===== src/rtl/gf_sq_scale_pipe.sv =====
// Two-stage GF(2^WIDTH) pipeline: stage 1 optionally squares the operand,
// stage 2 optionally multiplies by a scale constant captured at acceptance.
module gf_sq_scale_pipe #(
    parameter int               WIDTH     = 4,
    parameter logic [WIDTH:0]   POLY      = 5'h13,
    parameter logic [WIDTH-1:0] CONST_RST = 4'h9
) (
    input  logic             clk,
    input  logic             rst_n,
    input  logic             cfg_we,
    input  logic [WIDTH-1:0] cfg_const,
    input  logic             in_valid,
    output logic             in_ready,
    input  logic [WIDTH-1:0] in_data,
    input  logic [1:0]       in_mode,
    output logic             out_valid,
    input  logic             out_ready,
    output logic [WIDTH-1:0] out_data
);

    // Shift-and-add multiply with the reduction folded into every shift.
    function automatic logic [WIDTH-1:0] gf_mul(input logic [WIDTH-1:0] a,
                                                input logic [WIDTH-1:0] b);
        logic [WIDTH-1:0] acc;
        logic [WIDTH-1:0] sh;
        acc = '0;
        sh  = a;
        for (int i = 0; i < WIDTH; i++) begin
            if (b[i]) acc = acc ^ sh;
            sh = sh[WIDTH-1] ? ((sh << 1) ^ POLY[WIDTH-1:0]) : (sh << 1);
        end
        return acc;
    endfunction

    logic             const_reg;
    logic [WIDTH-1:0] v_reg;
    logic             s1_valid_reg;
    logic [WIDTH-1:0] s1_data_reg;
    logic [WIDTH-1:0] s1_v_reg;
    logic             s1_scale_reg;
    logic             out_valid_reg;
    logic [WIDTH-1:0] out_data_reg;

    logic             s2_free;
    logic             accept;
    logic [WIDTH-1:0] s1_data_next;
    logic [WIDTH-1:0] s2_data_next;

    assign const_reg = 1'b0;

    // Stage 2 can take new data when empty or when its result leaves this cycle.
    assign s2_free  = !out_valid_reg || out_ready;
    assign in_ready = rst_n && (!s1_valid_reg || s2_free);
    assign accept   = in_valid && in_ready;

    always_comb begin
        s1_data_next = in_mode[0] ? gf_mul(in_data, in_data) : in_data;
        s2_data_next = s1_scale_reg ? gf_mul(s1_data_reg, s1_v_reg) : s1_data_reg;
    end

    always_ff @(posedge clk) begin
        if (!rst_n) begin
            v_reg         <= CONST_RST;
            s1_valid_reg  <= 1'b0;
            s1_data_reg   <= '0;
            s1_v_reg      <= '0;
            s1_scale_reg  <= 1'b0;
            out_valid_reg <= 1'b0;
            out_data_reg  <= '0;
        end else begin
            if (cfg_we) v_reg <= cfg_const;

            if (s2_free) begin
                out_valid_reg <= s1_valid_reg;
                if (s1_valid_reg) out_data_reg <= s2_data_next;
            end

            // The constant is sampled before this edge's cfg write lands.
            if (accept) begin
                s1_valid_reg <= 1'b1;
                s1_data_reg  <= s1_data_next;
                s1_v_reg     <= v_reg;
                s1_scale_reg <= in_mode[1];
            end else if (s2_free) begin
                s1_valid_reg <= 1'b0;
            end
        end
    end

    assign out_valid = out_valid_reg && !const_reg;
    assign out_data  = out_data_reg;

endmodule


===== config.mk =====
export PLATFORM = sky130hd
export DESIGN_NAME = gf_sq_scale_pipe
export DESIGN_NICKNAME = d
export VERILOG_FILES = /design/src/rtl/gf_sq_scale_pipe.sv
export SDC_FILE = /design/constraint.sdc
export NUM_CORES = 1
export LEC_CHECK = 0
export ABC_AREA = 1
export CORE_MARGIN = 5
export CORE_UTILIZATION = 51
export DETAILED_ROUTE_END_ITERATION = 12
export PLACE_DENSITY = 0.78
export SETUP_SLACK_MARGIN = 0.1
export SYNTH_ARGS = -nofsm -noshare
export SYNTH_HDL_FRONTEND = slang
export SYNTH_SLANG_ARGS = --single-unit

===== constraint.sdc =====
create_clock -name clk -period 1.6 [get_ports clk]
set_input_delay 0.32 -clock clk [delete_from_list [all_inputs] [get_ports clk]]
set_output_delay 0.32 -clock clk [all_outputs]
set_load 0.05 [all_outputs]

## Word level (Yosys, flattened, before mapping)

Index checks and enable logic that the tools add are counted.

| cells by class | value |
|---|---|
| mux-type cells | 18 |
| bitwise operators | 12 |
| reductions and logical operators | 8 |

Operators by type and width:

| operator | number |
|---|---|
| 4-bit 2-to-1 mux | 10 |
| 4-bit bitwise XOR | 6 |
| 2-bit 2-to-1 mux | 6 |
| 2-bit NOT | 6 |
| 1-bit logical AND | 2 |
| 1-bit logical NOT | 2 |
| 1-bit logical OR | 2 |
| 1-bit 2-to-1 mux | 2 |
| 2-bit AND reduction | 1 |
| 2-bit nonzero test | 1 |

| word-level totals | value |
|---|---|
| register bits | 19 |
| input port bits | 15 |
| output and inout port bits | 6 |
| word-level logic and storage cells | 45 |

## Longest topological paths before layout

| logic depth | value |
|---|---|
| depth after elaboration | 9 |
| gate-level depth with buffers | 11 |
| depth with buffers taken out | 10 |

## Worst setup path before layout

No wires, ideal clock.

| timing path | value |
|---|---|
| path kind | register to register |
| from | reg out_valid_reg, in the netlist out_valid |
| to | reg s1_v_reg[2] |
| library setup time | 0.070 ns |
| arrival | 1.478 ns |
| data required time | 1.530 ns |
| path slack | 0.052 ns |
| cell stages (with the launch flop) | 8 |
| path buffers | 1 |
| period minus slack after synthesis | 1.548 ns |
| path through | dfxtp_1 -> nand3_1 -> nand2_1 -> inv_2 -> nand2_2 -> buf_2 -> o21ai_0 -> a21oi_1 |

| on the way | value |
|---|---|
| longest elaborated chain between the ends | 5 |

Ends and longest elaborated chain:

| element | RTL line | text |
|---|---|---|
| from (decl) | 41 | `logic out_valid_reg;` |
| from (signal assigned) | 74 | `out_valid_reg <= s1_valid_reg;` |
| 1-bit logical NOT | 52 | `assign s2_free = !out_valid_reg \|\| out_ready;` |
| 1-bit logical OR | 52 |  |
| 1-bit logical OR | 53 | `assign in_ready = rst_n && (!s1_valid_reg \|\| s2_free);` |
| 1-bit logical AND | 53 |  |
| net in_ready | 13 | `output logic in_ready,` |
| 1-bit logical AND | 54 | `assign accept = in_valid && in_ready;` |
| to (signal assigned) | 82 | `s1_v_reg <= v_reg;` |
| to (decl) | 39 | `logic [WIDTH-1:0] s1_v_reg;` |

The timed path passes the listed nets, and every way through them passes these cells.
A chain may end at the register's enable or synchronous reset.

## Worst setup path in the final report

| timing path | value |
|---|---|
| from | reg s1_valid_reg |
| to | out in_ready |

| on the way | value |
|---|---|
| longest elaborated chain between the ends | 3 |

Ends and longest elaborated chain:

| element | RTL line | text |
|---|---|---|
| from (decl) | 37 | `logic s1_valid_reg;` |
| from (signal assigned) | 64 | `s1_valid_reg <= 1'b0;` |
| from (signal assigned) | 80 | `s1_valid_reg <= 1'b1;` |
| from (signal assigned) | 85 | `s1_valid_reg <= 1'b0;` |
| 1-bit logical NOT | 53 |  |
| 1-bit logical OR | 53 |  |
| 1-bit logical AND | 53 |  |
| to (decl) | 13 |  |

No other way between the ends.

==> out/qor.yml <==
timing:
  grt_setup_unrepaired: "no"
  fin_crit_sh_pct: 88.1
  setup_tns_ns: 0
  hold_viol_final: 0
  drv_slew: 0
  timing.fmax_ghz: 0.709
  tightest_slew_ns: 0.369
  slew_headroom_pct: 75.4
  period_needed_ns: 1.41
  setup_violations: 0
  skew_ns: 0.00885
drt:
  antenna_left: 0
  via_count: 1257
  dr_wl_met3_um: 97
  post_drt_wl_per_cell_um: 11.1
  routed.top_layer: "met4"
  first_pass_iters: 4
  dr_wl_met2_um: 1340
  routed_wl_um: 2700
  viasPerCell: 5.15
  drc_errors: 0
  wl_met1_um: 1240
  drt_iter0_drc: 54
grt:
  grt_pass1_vias: 1199
  grt_pass1_wl_um: 4840
  antenna_found_initial: 0
  grt-ovfl-total: 0
  grt_usage_pct: 17.8
  grt_max_degree: 12
power_and_ir_drop:
  power_density_nw_per_um2: 670
  p_leak_nw: 0.676
  ir_drop_mv: 0.530
finish:
  fill_cells: 193
  final_layout_size_suffix_gt1_share_pct: 20.4
  seq_area_um2: 384
  multiInputGateArea_um2: 698
  diodes: 0
  stdcell_count: 244
  syn_to_final_growth_pct: 28.7
  nets: 233
logic_synthesis:
  synth_area_um2: 1190
  synth_top_area_share_pct: 32.1
  synth.yosys.seq_area_share_pct: 32.1
  synthesis.nets: 203
  synth_cells: 187
  postSynthAreaPerCell_um2: 6.34
  synth_edf_count: 0
  ys_seq_elements: 19
  yosys-top-cells-count: "nand2_1, a21oi_1, dfxtp_1, nand3_1, inv_1"
  post-synth-top-count-cell: "nand2_1"
  yosysTopAreaCell: "dfxtp_1"
  synthTopCellsByArea: "dfxtp_1, nand2_1, a21oi_1, nand3_1, nand2_2"
  async_flop_share_pct: 0
  synth.distinct_cells: 24
  synthFlopType: "dfxtp_1"
  ys_warn_count: 0
worst_setup_path:
  cp_max_fo: 2
  crit_type: "register to primary output"
  slowest_stage: "dfxtp_2"
  worstPathRequired_ns: 1.28
  critPathTopFamily: "flip-flops"
  endpoint_kind: "primary output"
  worstPathArrival_ns: 1.09
  cpMostUsedCell: "buf_12"
  cp.buffers_inverters: 3
  path_cells: "nand3_2 -> nand2_2 -> inv_2 -> buf_12 -> buf_12"
  crit_path_start_kind: "register"
  critPathMaxStageDelay_ns: 0.35
floorplanning:
  initial_core_util_pct: 53.6
  die_w_um: 58.2
  ios: 21
  coreArea_um2: 2210
  die-area_um2: 3390
  die_h_um: 58.2
  rows: 17
clocking:
  clock_sinks: 19
  ctsRootBufferMaster: "clkbuf_4"
  cts_tree: "yes"
  clk_latency_ns: 0.29
  numCtsBuffers: 3
  cts_buffer_depth: 2
  clk_pin_slew_ns: 0.09
  htreeDepth: 1
status:
  status: "complete, no violations"
hold_path:
  hold_path.class: "input pin to register"
place:
  placed_cells: 238
  portBuffers: 20
  place_congestion: 0.779
  dpl.hpwl_um: 2090
flow_run:
  drv_cap: 0
kinds of logic (layout without fill, tap and decap cells):
logic type                 after synthesis  after routing  synth area share, %
and+or+nand+nor                         99             99                 36.4
AOI/OAI and AO/OA                       35             35                 15.3
buffers and inverters                   27             56                 10.8
DFF                                     19             19                 32.1
xor gates and xnor gates                 6              6                 4.43
adders and majority gates                1              1                 1.05
worst min-delay path: stages:
cell and delay, ns:
dlygate4sd2_1 0.21, inv_2 0.04, nand3_2 0.06, a21oi_1 0.06
power breakdown:
part / switching [mW] / internal (mW)
sequential: 0.0376 / 0.501
combinational: 0.135 / 0.118
clock: 0.136 / 0.0968
path summary, 6_finish.rpt:
check,start,end,slack [ns],cells past startpoint
max,s1_valid_reg,in_ready,0.19,5
min,out_ready,s1_valid_reg,0.45,4
max reg2reg,s1_data_reg[2],out_data[1],0.28,9
min reg2reg,v_reg[1],s1_v_reg[1],0.46,2
what timing repair did:
action | CTS | global route
hold buffers | 0 | 0
pin swaps | 1 | 1
resized for setup | 4 | 7
setup buffers | 1 | 1
endpoints found under the setup margin | 2 | 4
metal layers:
metal / up-vias / track usage (%)
met3: 2 / 4.23
li1: 653 / -
met5: - / 0
met1: 578 / 22.8
met2: 24 / 30.3
met4: 0 / 3.97
layout by cell type (no fill, tap or decap), drive strengths merged:
cell type	n
dlymetal6s2s	3
dlygate4sd2	1
clkinv	2
clkdlybuf4s50	10
buf	17
xor2	2
inv	19
o21ai	12
clkbuf	4
dfxtp	19
ha	1
nand3b	2
nand3	18
nand2	70
o211ai	1
xnor2	4
nor2	9
a21oi	22
area by class of cell:
class                      count  share of cell area, %
clock buffer                   4                   1.72
inverter                      21                   5.49
multi-input combinational    141                   45.7
sequential                    19                   25.2
tap                           28                   2.30
timing repair buffer          31                   19.6
stage by stage:
step | util [%] | area (um^2) | total power, mW | hold WS [ns] | setup WS, ns
6_report | 69.0 | 1530 | 1.02 | 0.447 | 0.190
5_1_grt | 69.0 | 1530 | 1.10 | 0.438 | 0.108
4_1_cts | 68.1 | 1510 | 1.03 | 0.437 | 0.113
2_1_floorplan | - | 1190 | 0.696 | 0.421 | 0.221
3_5_place_dp | 65.8 | 1460 | 0.791 | 0.442 | -0.219
3_3_place_gp | 65.8 | 1460 | 0.780 | 0.432 | -0.150
Power figures use the tool's default switching activity.
